--- src/rtl/fmc_port_arb_if.sv ---
// fmc_port_arb_if: membus/fast-memory side bundle for the fast-memory port arbiter.
//   membus_rq_cyc/fmc_select/sel/rd_rq/wr_rq/wr_rs : per-port request and strobe lines (4 ports)
//   fm_addr_ack/fm_rd_rs                           : handshake pulses from the fast memory
//   grant/grant_id/busy/tmo_err                    : arbiter results
// master: the request/strobe driver side. slave: the arbiter.
interface fmc_port_arb_if;
  logic [3:0]  membus_rq_cyc;
  logic [3:0]  membus_fmc_select;
  logic [15:0] membus_sel;
  logic [3:0]  membus_rd_rq;
  logic [3:0]  membus_wr_rq;
  logic [3:0]  membus_wr_rs;
  logic        fm_addr_ack;
  logic        fm_rd_rs;
  logic [3:0]  grant;
  logic [1:0]  grant_id;
  logic        busy;
  logic        tmo_err;

  modport master (
    output membus_rq_cyc, membus_fmc_select, membus_sel, membus_rd_rq, membus_wr_rq,
           membus_wr_rs, fm_addr_ack, fm_rd_rs,
    input  grant, grant_id, busy, tmo_err
  );

  modport slave (
    input  membus_rq_cyc, membus_fmc_select, membus_sel, membus_rd_rq, membus_wr_rq,
           membus_wr_rs, fm_addr_ack, fm_rd_rs,
    output grant, grant_id, busy, tmo_err
  );
endinterface

--- src/rtl/fmc_port_arb.sv ---
// fmc_port_arb: dynamic round-robin arbiter granting one of four membus ports to the fast memory.
// The grant is held through the read, write or read-modify-write handshake, then dropped for
// GAP_CYCLES cycles before arbitration resumes.
// Ports:
//   clk   : system clock
//   reset : asynchronous, active-high; drops any grant immediately
//   bus   : fmc_port_arb_if.slave (membus requests/strobes, fm handshakes, grant outputs)
module fmc_port_arb #(
  parameter logic [3:0]  MEMSEL_P0  = 4'b0,
  parameter logic [3:0]  MEMSEL_P1  = 4'b0,
  parameter logic [3:0]  MEMSEL_P2  = 4'b0,
  parameter logic [3:0]  MEMSEL_P3  = 4'b0,
  parameter logic [3:0]  PORT_EN    = 4'b1111,
  parameter int unsigned TMO_CYCLES = 1024,
  parameter int unsigned GAP_CYCLES = 2
) (
  input logic           clk,
  input logic           reset,
  fmc_port_arb_if.slave bus
);

  localparam logic [15:0] MemSel = {MEMSEL_P3, MEMSEL_P2, MEMSEL_P1, MEMSEL_P0};
  localparam int unsigned CntMax = (TMO_CYCLES > GAP_CYCLES) ? TMO_CYCLES : GAP_CYCLES;
  localparam int unsigned CntW   = $clog2(CntMax) + 1;
  localparam logic [CntW-1:0] TmoLast = CntW'(TMO_CYCLES - 1);
  localparam logic [CntW-1:0] GapLast = CntW'(GAP_CYCLES - 1);

  typedef enum logic [2:0] {StIdle, StAddr, StRd, StWr, StRel} state_e;

  state_e          state_q;
  logic [3:0]      grant_q;
  logic [1:0]      grant_id_q;
  logic            tmo_err_q;
  logic [CntW-1:0] cnt_q;

  logic [3:0] eligible;
  logic       pick_valid;
  logic [1:0] pick_id;
  logic [1:0] idx;

  always_comb begin
    for (int i = 0; i < 4; i++) begin
      eligible[i] = PORT_EN[i] & bus.membus_rq_cyc[i] & bus.membus_fmc_select[i] &
                    (bus.membus_sel[4*i +: 4] == MemSel[4*i +: 4]);
    end
  end

  // Round-robin: search upward from the port after the last grant; the last-granted port is
  // checked last (offset 4 wraps to itself).
  always_comb begin
    pick_valid = 1'b0;
    pick_id    = grant_id_q;
    idx        = grant_id_q;
    for (int i = 1; i <= 4; i++) begin
      idx = grant_id_q + 2'(i);
      if (!pick_valid && eligible[idx]) begin
        pick_valid = 1'b1;
        pick_id    = idx;
      end
    end
  end

  // cnt_q is cleared on every state entry; it times the wait states and the release gap.
  always_ff @(posedge clk or posedge reset) begin
    if (reset) begin
      state_q    <= StIdle;
      grant_q    <= 4'b0000;
      grant_id_q <= 2'd3;
      tmo_err_q  <= 1'b0;
      cnt_q      <= '0;
    end else begin
      tmo_err_q <= 1'b0;
      cnt_q     <= cnt_q + 1'b1;
      unique case (state_q)
        StIdle: begin
          cnt_q <= '0;
          if (pick_valid) begin
            state_q    <= StAddr;
            grant_q    <= 4'b0001 << pick_id;
            grant_id_q <= pick_id;
          end
        end
        StAddr: begin
          // Ack beats both the abort and the timeout; a coincident rd_rs is dropped.
          if (bus.fm_addr_ack) begin
            cnt_q <= '0;
            if (bus.membus_rd_rq[grant_id_q]) begin
              state_q <= StRd;
            end else if (bus.membus_wr_rq[grant_id_q]) begin
              state_q <= StWr;
            end else begin
              state_q <= StRel;
              grant_q <= 4'b0000;
            end
          end else if (!eligible[grant_id_q]) begin
            state_q <= StRel;
            grant_q <= 4'b0000;
            cnt_q   <= '0;
          end else if (cnt_q == TmoLast) begin
            state_q   <= StRel;
            grant_q   <= 4'b0000;
            tmo_err_q <= 1'b1;
            cnt_q     <= '0;
          end
        end
        StRd: begin
          if (bus.fm_rd_rs) begin
            cnt_q <= '0;
            if (bus.membus_wr_rq[grant_id_q]) begin
              state_q <= StWr;
            end else begin
              state_q <= StRel;
              grant_q <= 4'b0000;
            end
          end else if (cnt_q == TmoLast) begin
            state_q   <= StRel;
            grant_q   <= 4'b0000;
            tmo_err_q <= 1'b1;
            cnt_q     <= '0;
          end
        end
        StWr: begin
          if (bus.membus_wr_rs[grant_id_q]) begin
            state_q <= StRel;
            grant_q <= 4'b0000;
            cnt_q   <= '0;
          end else if (cnt_q == TmoLast) begin
            state_q   <= StRel;
            grant_q   <= 4'b0000;
            tmo_err_q <= 1'b1;
            cnt_q     <= '0;
          end
        end
        StRel: begin
          if (cnt_q == GapLast) begin
            state_q <= StIdle;
            cnt_q   <= '0;
          end
        end
        default: begin
          state_q <= StIdle;
          grant_q <= 4'b0000;
          cnt_q   <= '0;
        end
      endcase
    end
  end

  assign bus.grant    = grant_q;
  assign bus.grant_id = grant_id_q;
  assign bus.busy     = (state_q != StIdle);
  assign bus.tmo_err  = tmo_err_q;

endmodule

--- src/flat_wrapper.sv ---
// flat-port wrapper written by rule: the top's interface ports become plain ports
module fmc_port_arb_flat 
#(
  parameter logic [3:0]  MEMSEL_P0  = 4'b0,
  parameter logic [3:0]  MEMSEL_P1  = 4'b0,
  parameter logic [3:0]  MEMSEL_P2  = 4'b0,
  parameter logic [3:0]  MEMSEL_P3  = 4'b0,
  parameter logic [3:0]  PORT_EN    = 4'b1111,
  parameter int unsigned TMO_CYCLES = 1024,
  parameter int unsigned GAP_CYCLES = 2
)
  (clk, reset, bus_membus_rq_cyc, bus_membus_fmc_select, bus_membus_sel, bus_membus_rd_rq, bus_membus_wr_rq, bus_membus_wr_rs, bus_fm_addr_ack, bus_fm_rd_rs, bus_grant, bus_grant_id, bus_busy, bus_tmo_err);
  fmc_port_arb_if bus_i ();
  input logic clk;
  input logic reset;
  input wire logic [$bits(bus_i.membus_rq_cyc)-1:0] bus_membus_rq_cyc;
  input wire logic [$bits(bus_i.membus_fmc_select)-1:0] bus_membus_fmc_select;
  input wire logic [$bits(bus_i.membus_sel)-1:0] bus_membus_sel;
  input wire logic [$bits(bus_i.membus_rd_rq)-1:0] bus_membus_rd_rq;
  input wire logic [$bits(bus_i.membus_wr_rq)-1:0] bus_membus_wr_rq;
  input wire logic [$bits(bus_i.membus_wr_rs)-1:0] bus_membus_wr_rs;
  input wire logic [$bits(bus_i.fm_addr_ack)-1:0] bus_fm_addr_ack;
  input wire logic [$bits(bus_i.fm_rd_rs)-1:0] bus_fm_rd_rs;
  output wire logic [$bits(bus_i.grant)-1:0] bus_grant;
  output wire logic [$bits(bus_i.grant_id)-1:0] bus_grant_id;
  output wire logic [$bits(bus_i.busy)-1:0] bus_busy;
  output wire logic [$bits(bus_i.tmo_err)-1:0] bus_tmo_err;
  assign bus_i.membus_rq_cyc = bus_membus_rq_cyc;
  assign bus_i.membus_fmc_select = bus_membus_fmc_select;
  assign bus_i.membus_sel = bus_membus_sel;
  assign bus_i.membus_rd_rq = bus_membus_rd_rq;
  assign bus_i.membus_wr_rq = bus_membus_wr_rq;
  assign bus_i.membus_wr_rs = bus_membus_wr_rs;
  assign bus_i.fm_addr_ack = bus_fm_addr_ack;
  assign bus_i.fm_rd_rs = bus_fm_rd_rs;
  assign bus_grant = bus_i.grant;
  assign bus_grant_id = bus_i.grant_id;
  assign bus_busy = bus_i.busy;
  assign bus_tmo_err = bus_i.tmo_err;
  fmc_port_arb #(.MEMSEL_P0(MEMSEL_P0), .MEMSEL_P1(MEMSEL_P1), .MEMSEL_P2(MEMSEL_P2), .MEMSEL_P3(MEMSEL_P3), .PORT_EN(PORT_EN), .TMO_CYCLES(TMO_CYCLES), .GAP_CYCLES(GAP_CYCLES)) u_core (.clk(clk), .reset(reset), .bus(bus_i));
endmodule
--- config.mk ---
export PLATFORM = sky130hd
export DESIGN_NAME = fmc_port_arb_flat
export DESIGN_NICKNAME = d
export VERILOG_FILES = /design/src/rtl/fmc_port_arb_if.sv /design/src/rtl/fmc_port_arb.sv /design/src/flat_wrapper.sv
export SDC_FILE = /design/constraint.sdc
export NUM_CORES = 1
export LEC_CHECK = 0
export CAP_MARGIN = 20
export CELL_PAD_IN_SITES_DETAIL_PLACEMENT = 0
export CELL_PAD_IN_SITES_GLOBAL_PLACEMENT = 2
export CORE_UTILIZATION = 28
export CTS_CLUSTER_DIAMETER = 40
export DETAILED_ROUTE_END_ITERATION = 10
export PLACE_DENSITY_LB_ADDON = 0.1
export SETUP_SLACK_MARGIN = 0.05
export SLEW_MARGIN = 10
export SYNTH_ARGS = -nofsm -noshare
export SYNTH_HDL_FRONTEND = slang
export SYNTH_SLANG_ARGS = --single-unit
export TNS_END_PERCENT = 1
--- constraint.sdc ---
create_clock -name clk -period 4.6 [get_ports clk]
set_input_delay 0.46 -clock clk [delete_from_list [all_inputs] [get_ports clk]]
set_output_delay 0.46 -clock clk [all_outputs]
set_load 0.01 [all_outputs]
# After elaboration in Yosys (flattened, before gate mapping)
# Cells that the tools add are included.
[totals]
word_cells = 101
latchBits = 0
romBits = 0
output_inout_bits = 8
register_bits = 21
mem_count = 0
ramBits = 0
inputBits = 40
[op_classes]
bitwise_logic = 9
addsub = 4
eq_ne = 9
magnitude_cmp = 4
multipliers = 0
n_div = 0
shifts = 1
n_reduce_logical = 15
muxes = 54
[ops]
columns = ["cell", "n"]
rows = [
  ["two-way mux 11 bit", 6],
  ["one-hot mux 11 bit (4 select lines)", 1],
  ["two-way mux 4 bit", 8],
  ["two-way mux 3 bit", 9],
  ["one-hot mux 4 bit (5 select lines)", 1],
  ["logical NOT 4 bit", 4],
  ["two-way mux 1 bit", 16],
  ["one-hot mux 3 bit (5 select lines)", 1],
  ["binary-select mux 1 bit (select 2 bit)", 7],
  ["less-than comparator 2 x 3 -> 1 bit (second input constant)", 4],
  ["adder 11 x 1 -> 11 bit (second input constant)", 1],
  ["equality test 11 x 1 -> 1 bit (second input constant)", 1],
  ["equality test 11 x 10 -> 1 bit (second input constant)", 1],
  ["bitwise AND 1 bit", 8],
  ["two-way mux 2 bit", 4],
  ["equality test 3 x 2 -> 1 bit (second input constant)", 2],
  ["adder 2 bit (second input constant)", 2],
  ["!= test 2 x 1 -> 1 bit (second input constant)", 2],
  ["AND reduction 2 bit", 2],
  ["left shift 1 x 2 -> 4 bit (first input constant)", 1],
  ["equality test 3 x 1 -> 1 bit (second input constant)", 1],
  ["equality test 3 bit (second input constant)", 1],
  ["logical AND 1 bit", 3],
  ["logical NOT 1 bit", 3],
  ["other kinds (7)", 7],
]

# Depth between registers and ports, before layout
# Gate-level depths: netlist (run 1).
[logic_depth]
ltp_word = 17
depth_mapped = 8
depth_no_buf = 7

# Least setup slack after synthesis (run 1)
# Ideal clock, no wire load.
[synth_path]
kind = "flip-flop to flip-flop"
from = "register u_core.grant_id_q[0], in the netlist u_core.bus.grant_id[0]"
to = "register u_core.grant_q[0], in the netlist u_core.bus.grant[0]"
n_path_buf = 1
path_stages_with_launch = 8
t_arrival_ps = 2117
t_required_ps = 4479
setup_ps = 121
setup_slack_ps = 2362
cell_sequence = "dfstp_2 buf_2 mux4_2 o21ai_1 or4_1 o31a_1 o2111ai_2 a22o_1"
[synth_via]
elab_chain_len = 16
word_cells_on_any_way = 43
[synth_rtl]
columns = ["item", "line_no", "source"]
rows = [
  ["start: declaration", "fmc_port_arb.sv:32", "logic [1:0] grant_id_q;"],
  ["start signal: assignment", "fmc_port_arb.sv:80", "grant_id_q <= pick_id;"],
  ["adder 2 x 1 -> 2 bit", "fmc_port_arb.sv:55", "idx = grant_id_q + 2'(i);"],
  ["binary-select mux 1 bit (select 2 bit)", "fmc_port_arb.sv:56", "if (!pick_valid && eligible[idx]) begin"],
  ["two-way mux 1 bit (implied by the code)", "fmc_port_arb.sv:56", ""],
  ["two-way mux 1 bit", "fmc_port_arb.sv:56", ""],
  ["logical NOT 1 bit", "fmc_port_arb.sv:56", ""],
  ["logical AND 1 bit", "fmc_port_arb.sv:56", ""],
  ["two-way mux 1 bit", "fmc_port_arb.sv:56", ""],
  ["logical NOT 1 bit", "fmc_port_arb.sv:56", ""],
  ["logical AND 1 bit", "fmc_port_arb.sv:56", ""],
  ["two-way mux 1 bit", "fmc_port_arb.sv:56", ""],
  ["logical NOT 1 bit", "fmc_port_arb.sv:56", ""],
  ["logical AND 1 bit", "fmc_port_arb.sv:56", ""],
  ["two-way mux 2 bit", "fmc_port_arb.sv:56", ""],
  ["left shift 1 x 2 -> 4 bit", "fmc_port_arb.sv:79", "grant_q <= 4'b0001 << pick_id;"],
  ["two-way mux 4 bit", "fmc_port_arb.sv:77", "if (pick_valid) begin"],
  ["one-hot mux 4 bit (5 select lines)", "fmc_port_arb.sv:74", "unique case (state_q)"],
  ["end signal: assignment", "fmc_port_arb.sv:79", ""],
  ["end: declaration", "fmc_port_arb.sv:31", "logic [3:0] grant_q;"],
]
# Parallel ways exist; a longest one is shown, timed or not. The select of a mux whose other input is x is not followed.
# A chain may end at the register's enable or synchronous reset.

# Worst setup path after layout (run 1)
[layout_path]
from = "input bus_membus_sel[12]"
to = "register u_core.cnt_q[3]"
[layout_via]
elab_chain_len = 7
[layout_rtl]
columns = ["item", "line_no", "source"]
rows = [
  ["start: declaration", "flat_wrapper.sv:18", "input wire logic [$bits(bus_i.membus_sel)-1:0] bus_membus_sel;"],
  ["logical NOT 4 bit", "fmc_port_arb.sv:44", "(bus.membus_sel[4*i +: 4] == MemSel[4*i +: 4]);"],
  ["bitwise AND 1 bit", "fmc_port_arb.sv:43", "eligible[i] = PORT_EN[i] & bus.membus_rq_cyc[i] & bus.membus_fmc_select[i] &"],
  ["binary-select mux 1 bit (select 2 bit)", "fmc_port_arb.sv:95", "end else if (!eligible[grant_id_q]) begin"],
  ["two-way mux 1 bit (implied by the code)", "fmc_port_arb.sv:95", ""],
  ["two-way mux 11 bit", "fmc_port_arb.sv:95", ""],
  ["two-way mux 11 bit", "fmc_port_arb.sv:85", "if (bus.fm_addr_ack) begin"],
  ["one-hot mux 11 bit (4 select lines)", "fmc_port_arb.sv:74", ""],
  ["end signal: assignment", "fmc_port_arb.sv:73", "cnt_q <= cnt_q + 1'b1;"],
  ["end: declaration", "fmc_port_arb.sv:34", "logic [CntW-1:0] cnt_q;"],
]
# No other way between the ends. The select of a mux whose other input is x is not followed.

==> results.yml, run 1 <==
run_status:
  status: "finished clean"
setup_path:
  required_ps: 4780
  path_max_fanout: 11
  critPathKind: "in2reg"
  cp-start-kind: "primary input"
  cp.arrival_ps: 2620
  endpoint_kind: "flop"
layout:
  area_growth_pct: 41.01
  final_nets: 238
  final_util: 0.4108
  n_antenna_cell: 0
  design_area_um2: 1953
  layout-drive-gt1-share: 0.07179
drt:
  num_vias: 1300
  drtAntennaViolNets: 0
  drc: 0
  wl_per_cell_um: 13.14
  vias_per_cell: 4.962
  wirelength_mm: 3.443
  drt_iter0_drc: 54
  dr.pass1.iters: 4
synth:
  synth_area_per_cell_um2: 9.173
  syn_nets: 193
  ys_top_cells_by_area: "dfrtp_1 (34%), mux4_2 (6.5%), nor2_1 (5.4%)"
  seq_area_frac_synth: 0.3812
  syn-instance-count: 151
  yosysTopAreaCellShare: 0.3433
  syn_area_um2: 1385
  synthFlopType: "dfrtp_1"
  ys_ff_latch: 21
  synth-async-reset-ratio: 1.000
  yosysTopAreaCell: "dfrtp_1"
  synth_cell_types: 43
  synth-edff-count: 0
  yosysWarnings: 0
grt:
  track_usage: 0.1381
  grt_pass1_wl_mm: 5.733
  antenna_found_initial: 0
  globalRouteOverflowTotal: 0
  grt_pass1_vias: 1263
  grt_max_degree: 22
floorplan:
  die_h_um: 72.33
  start_util: 0.2913
  ioPinCount: 48
  dieArea_um2: 5232
  core_area_um2: 4755
  die_w_um: 72.33
  rows: 25
placed_design:
  place_area_um2: 1908
  hpwl_mm: 2.728
  gp_congestion: 0.8152
  io_buffers: 47
clock_tree:
  cts_buffers: 3
  cts_resized: 0
  cts_tree: "yes"
  cts_setup_buffers: 0
  clockRootBuffer: "clkbuf_8"
  clockBufferDepth: 2
  hold_buffers: 0
  cts.clk_slew.worst_paths_ps: 70
  cts_htree_levels: 1
  clk_latency_ps: 260
  cts.sinks: 21
sta:
  slew_headroom: 0.4266
  final_hold_viol_count: 0
  max_freq_ghz: 0.4100
  fin_tns_setup_ps: 0
  layout_min_cycle_time_ps: 2439
  setup_viol: 0
  drv_slew: 0
  worst_slew_pin_slew_ps: 860.1
  skew_ps: 1.825
  fin_hold_ws_ps: 505.6
  finalCritPeriodShare: 0.5302
  rsz0062_at_grt: "no"
power:
  p_per_area_nw_per_um2: 360.3
  clockPowerShare: 0.168
  p_switching_mw: 0.2619
  seqPwrFrac: 0.399
  intPower_mw: 0.4417
  p_leak_nw: 0.7801
  swShare: 0.3723
  vdd_drop_max_mv: 0.1459
  pwr-share-comb: 0.434
job:
  drv_cap: 0
min_path:
  hp-class: "reg2reg"
[cells by family (layout without fill, tap and decap cells)]
logic type | count (synthesis) | in the layout | synth area share
XOR/XNOR | 8 | 8 | 0.05059
multiplexers | 5 | 5 | 0.07227
flip-flops | 21 | 21 | 0.3812
adder cells (fa/ha/maj) | 2 | 2 | 0.01806
buffers and inverters | 14 | 58 | 0.04156
AND/OR/NAND/NOR | 71 | 71 | 0.2809
AO/OA/AOI/OAI | 30 | 30 | 0.1554
[synth_stat cells (5+ instances only)]
library cell  number
inv_1              7
dfrtp_1           19
xor2_1             5
a21oi_1            9
nand2_1            6
nand3_1           10
nor2_1            20
nor3_1             6
[registers in the layout, summed over array words and instances (netlist names)]
signal and count:
u_core.cnt_q 11, u_core.bus.grant 4, u_core.state_q 3, u_core.bus.grant_id 2
u_core.bus.tmo_err 1
[metrics by stage]
stage / power [mW] / instances / setup WS (ps)
finish: 0.7036 / 262 / 2161
global route: 0.7553 / 262 / 1933
CTS: 0.7124 / 262 / 2163
detailed placement: 0.5889 / 258 / 1880
global placement: 0.5935 / 258 / 1920
floorplan: 0.4692 / 151 / 2362
[layer usage]
metal,vias to the layer above,wire (um),global-route usage
li1,646,-,-
met3,2,154,0.03750
met5,-,0,0
met1,615,1676,0.1924
met2,37,1604,0.2160
met4,0,8,0.02614
[cell type report]
type,instances,area (um^2)
Clock buffer,4,45.04
Fill cell,496,2801
Inverter,7,26.28
Multi-Input combinational cell,116,799.5
Sequential cell,21,528.0
Tap cell,67,83.83
Timing Repair Buffer,47,470.5
[critical path: stages]
cell and delay (ps):
clkdlybuf4s50_1 390, and4bb_1 300, nand2_2 110, mux4_2 520, o31ai_2 290, o22ai_1 330
nor2_1 220
[power groups by stage]
stage	clock [mW]	combinational [mW]	sequential, mW
final	0.118	0.305	0.281
after global placement	0	0.308	0.286
after detailed placement	0	0.305	0.284
after global routing	0.131	0.334	0.291
after CTS	0.125	0.307	0.280
after floorplan	0	0.227	0.243
[worst paths after layout]
kind	startpoint	endpoint	slack [ps]	cells past startpoint
setup / recovery	bus_membus_sel[12]	u_core.cnt_q[3]$_DFF_PP0_	2160	7
hold / removal	u_core.bus.grant[1]$_DFFE_PP0P_	u_core.bus.grant[1]$_DFFE_PP0P_	510	1
setup reg to reg	u_core.bus.grant_id[0]$_DFFE_PP1P_	u_core.bus.grant[0]$_DFFE_PP0P_	2210	6
hold reg to reg	u_core.bus.grant[1]$_DFFE_PP0P_	u_core.bus.grant[1]$_DFFE_PP0P_	510	1
max in group asynchronous	reset	u_core.state_q[2]$_DFFE_PP0P_	3480	2
min in group asynchronous	reset	u_core.cnt_q[3]$_DFF_PP0_	640	2
[cells in the final DEF, fill, tap and decap left out, types with 5 or more instances in the layout]
master and instances:
nand3_1 10, dfrtp_1 19, xor2_1 5, nor3_1 6, inv_1 7, a21oi_1 9, nand2_1 6, clkdlybuf4s50_1 47
nor2_1 20
(Power assumes the default switching activity.)
==> run 2, diff against run 1 <==
--- a/config.mk
+++ b/config.mk
@@ -8,7 +8,7 @@
 export CAP_MARGIN = 20
 export CELL_PAD_IN_SITES_DETAIL_PLACEMENT = 0
 export CELL_PAD_IN_SITES_GLOBAL_PLACEMENT = 2
-export CORE_UTILIZATION = 28
+export CORE_UTILIZATION = 26
 export CTS_CLUSTER_DIAMETER = 40
 export DETAILED_ROUTE_END_ITERATION = 10
 export PLACE_DENSITY_LB_ADDON = 0.1
==> constraint.sdc (replaced) <==
create_clock -name clk -period 2.3 [get_ports clk]
set_input_delay 0.23 -clock clk [delete_from_list [all_inputs] [get_ports clk]]
set_output_delay 0.23 -clock clk [all_outputs]
set_load 0.01 [all_outputs]
==> run 2 against run 1 <==
  * Sequential share of layout area fell by 1.8 points
  * Hold slack worse by 85 ps
  * Largest power group unchanged
  * Routed wire length grew 5.2%
  * Critical path type is now reg2reg
  * Via count is 9.2% higher
==> results.yml, run 2 (synthesized netlist as in run 1, its figures left out) <==
sta:
  max_freq_ghz: 0.4638
  fin_hold_ws_ps: 420.3
  worst_slew_pin_slew_ps: 815.4
  final_hold_viol_count: 0
  rsz0062_at_grt: "yes"
  slew_headroom: 0.4558
  finalCritPeriodShare: 0.9375
  layout_min_cycle_time_ps: 2156
  skew_ps: 8.333
  setup_viol: 0
  drv_slew: 0
clock_tree:
  clockRootBuffer: "clkbuf_8"
  cts_htree_levels: 1
  clk_latency_ps: 260
  cts_buffers: 3
  cts_tree: "yes"
  cts.clk_slew.worst_paths_ps: 80
  hold_buffers: 0
  clockBufferDepth: 2
  cts.sinks: 21
layout:
  mostFrequentLayoutCells: "clkdlybuf4s50_1 (47), nor2_1 (20), dfrtp_1 (19)"
  area_growth_pct: 51.13
  final_nets: 254
  design_area_um2: 2093
  layout-drive-gt1-share: 0.1517
  final_common_cell: "clkdlybuf4s50_1"
  largest_register: "u_core.cnt_q"
  largest_reg_flops: 11
  n_antenna_cell: 0
floorplan:
  core_area_um2: 5107
  rows: 26
  ioPinCount: 48
  die_w_um: 74.99
  dieArea_um2: 5623
  die_h_um: 74.99
  start_util: 0.2712
drt:
  drt_iter0_drc: 50
  num_vias: 1420
  drc: 0
  wl_per_cell_um: 12.89
  vias_per_cell: 5.053
  drtAntennaViolNets: 0
  dr.pass1.iters: 5
  wirelength_mm: 3.622
setup_path:
  cp-start-kind: "flop"
  critPathKind: "reg2reg"
  max_stage_delay_ps: 580
  reg2regPathDepth: 6
  endpoint_kind: "flop"
  crit_slowest_cell: "dfstp_2"
  path_max_fanout: 4
  required_ps: 2460
  cp.arrival_ps: 2310
  worstPathCellList: "mux4_2, o21ai_2, or4_1, o31a_1, o2111ai_4, a22o_1"
grt:
  grt_pass1_vias: 1334
  track_usage: 0.1386
  grt_pass1_wl_mm: 5.920
  grt_max_degree: 22
  antenna_found_initial: 0
  globalRouteOverflowTotal: 0
power:
  vdd_drop_max_mv: 0.3227
  intPower_mw: 0.9544
  seqPwrFrac: 0.351
  p_switching_mw: 0.5718
  p_per_area_nw_per_um2: 729.1
  swShare: 0.3746
  p_leak_nw: 0.8624
  pwr-share-comb: 0.491
  clockPowerShare: 0.158
min_path:
  hp-class: "in2async"
placed_design:
  gp_congestion: 0.9123
  hpwl_mm: 2.906
  io_buffers: 47
  place_area_um2: 2017
job:
  drv_cap: 0
run_status:
  status: "finished clean"
==> run 2: changes by cell type in the layout (fill, tap and decap cells not counted), sizes merged <==
cell | before | now
buf | 0 | 16
clkbuf | 4 | 3
clkinv | 0 | 1
==> run 2: layer usage <==
metal  share of wire  up-vias  track usage
met4           0.027        0      0.06918
li1                -      678            -
met3           0.052       10      0.03347
met5               0        -            0
met2            0.49       61       0.2302
met1            0.43      671       0.1676
==> run 2: per-stage QoR <==
stage | utilization | power, mW | setup TNS [ps] | setup slack, ps | instances
6_report | 0.4098 | 1.526 | 0 | 143.7 | 281
5_1_grt | 0.4098 | 1.636 | 0 | 27.22 | 281
4_1_cts | 0.4084 | 1.534 | 0 | 71.43 | 280
3_5_place_dp | 0.3949 | 1.245 | -104.4 | -65.95 | 275
3_3_place_gp | 0.3949 | 1.239 | -37.34 | -37.34 | 275
2_1_floorplan | - | 0.9384 | 0 | 61.52 | 151
==> run 2: path summary, 6_finish.rpt <==
| check | slack, ps | to | start |
|---|---|---|---|
| setup / recovery | 140 | u_core.bus.grant[0]$_DFFE_PP0P_ | u_core.bus.grant_id[0]$_DFFE_PP1P_ |
| hold / removal | 420 | u_core.bus.grant[3]$_DFFE_PP0P_ | reset |
| setup reg to reg | 140 | u_core.bus.grant[0]$_DFFE_PP0P_ | u_core.bus.grant_id[0]$_DFFE_PP1P_ |
| hold reg to reg | 500 | u_core.bus.grant[1]$_DFFE_PP0P_ | u_core.bus.grant[1]$_DFFE_PP0P_ |
| max in group asynchronous | 1370 | u_core.state_q[2]$_DFFE_PP0P_ | reset |
| min in group clk | 500 | u_core.bus.grant[1]$_DFFE_PP0P_ | u_core.bus.grant[1]$_DFFE_PP0P_ |
==> run 2: cell type report <==
cell class,count,area (um^2)
Multi-Input combinational cell,116,814.5
Fill cell,518,3014
Sequential cell,21,528.0
Clock inverter,1,5.005
Tap cell,70,87.58
Timing Repair Buffer,63,590.6
Clock buffer,3,41.29
Inverter,7,26.28
==> run 2: power groups by stage <==
stage / registers [mW] / clock network (mW) / logic [mW]
finish: 0.536 / 0.241 / 0.749
global route: 0.546 / 0.270 / 0.821
CTS: 0.533 / 0.251 / 0.750
detailed placement: 0.540 / 0 / 0.704
global placement: 0.540 / 0 / 0.699
floorplan: 0.485 / 0 / 0.453
==> run 2: what timing repair did <==
action / CTS / global route
pin swaps: 0 / 3
buffers inserted: 1 / 1
endpoints found under the setup margin: 2 / 2
endpoints found under the hold margin: 0 / 0
gates resized for setup: 2 / 0
==> run 2: worst max-delay path, delay by kind of cell (launching register included) <==
kind	cells	cell delay, ps
AO/OA/AOI/OAI	4	780
flip-flops	1	580
multiplexers	1	570
AND/OR/NAND/NOR	1	120
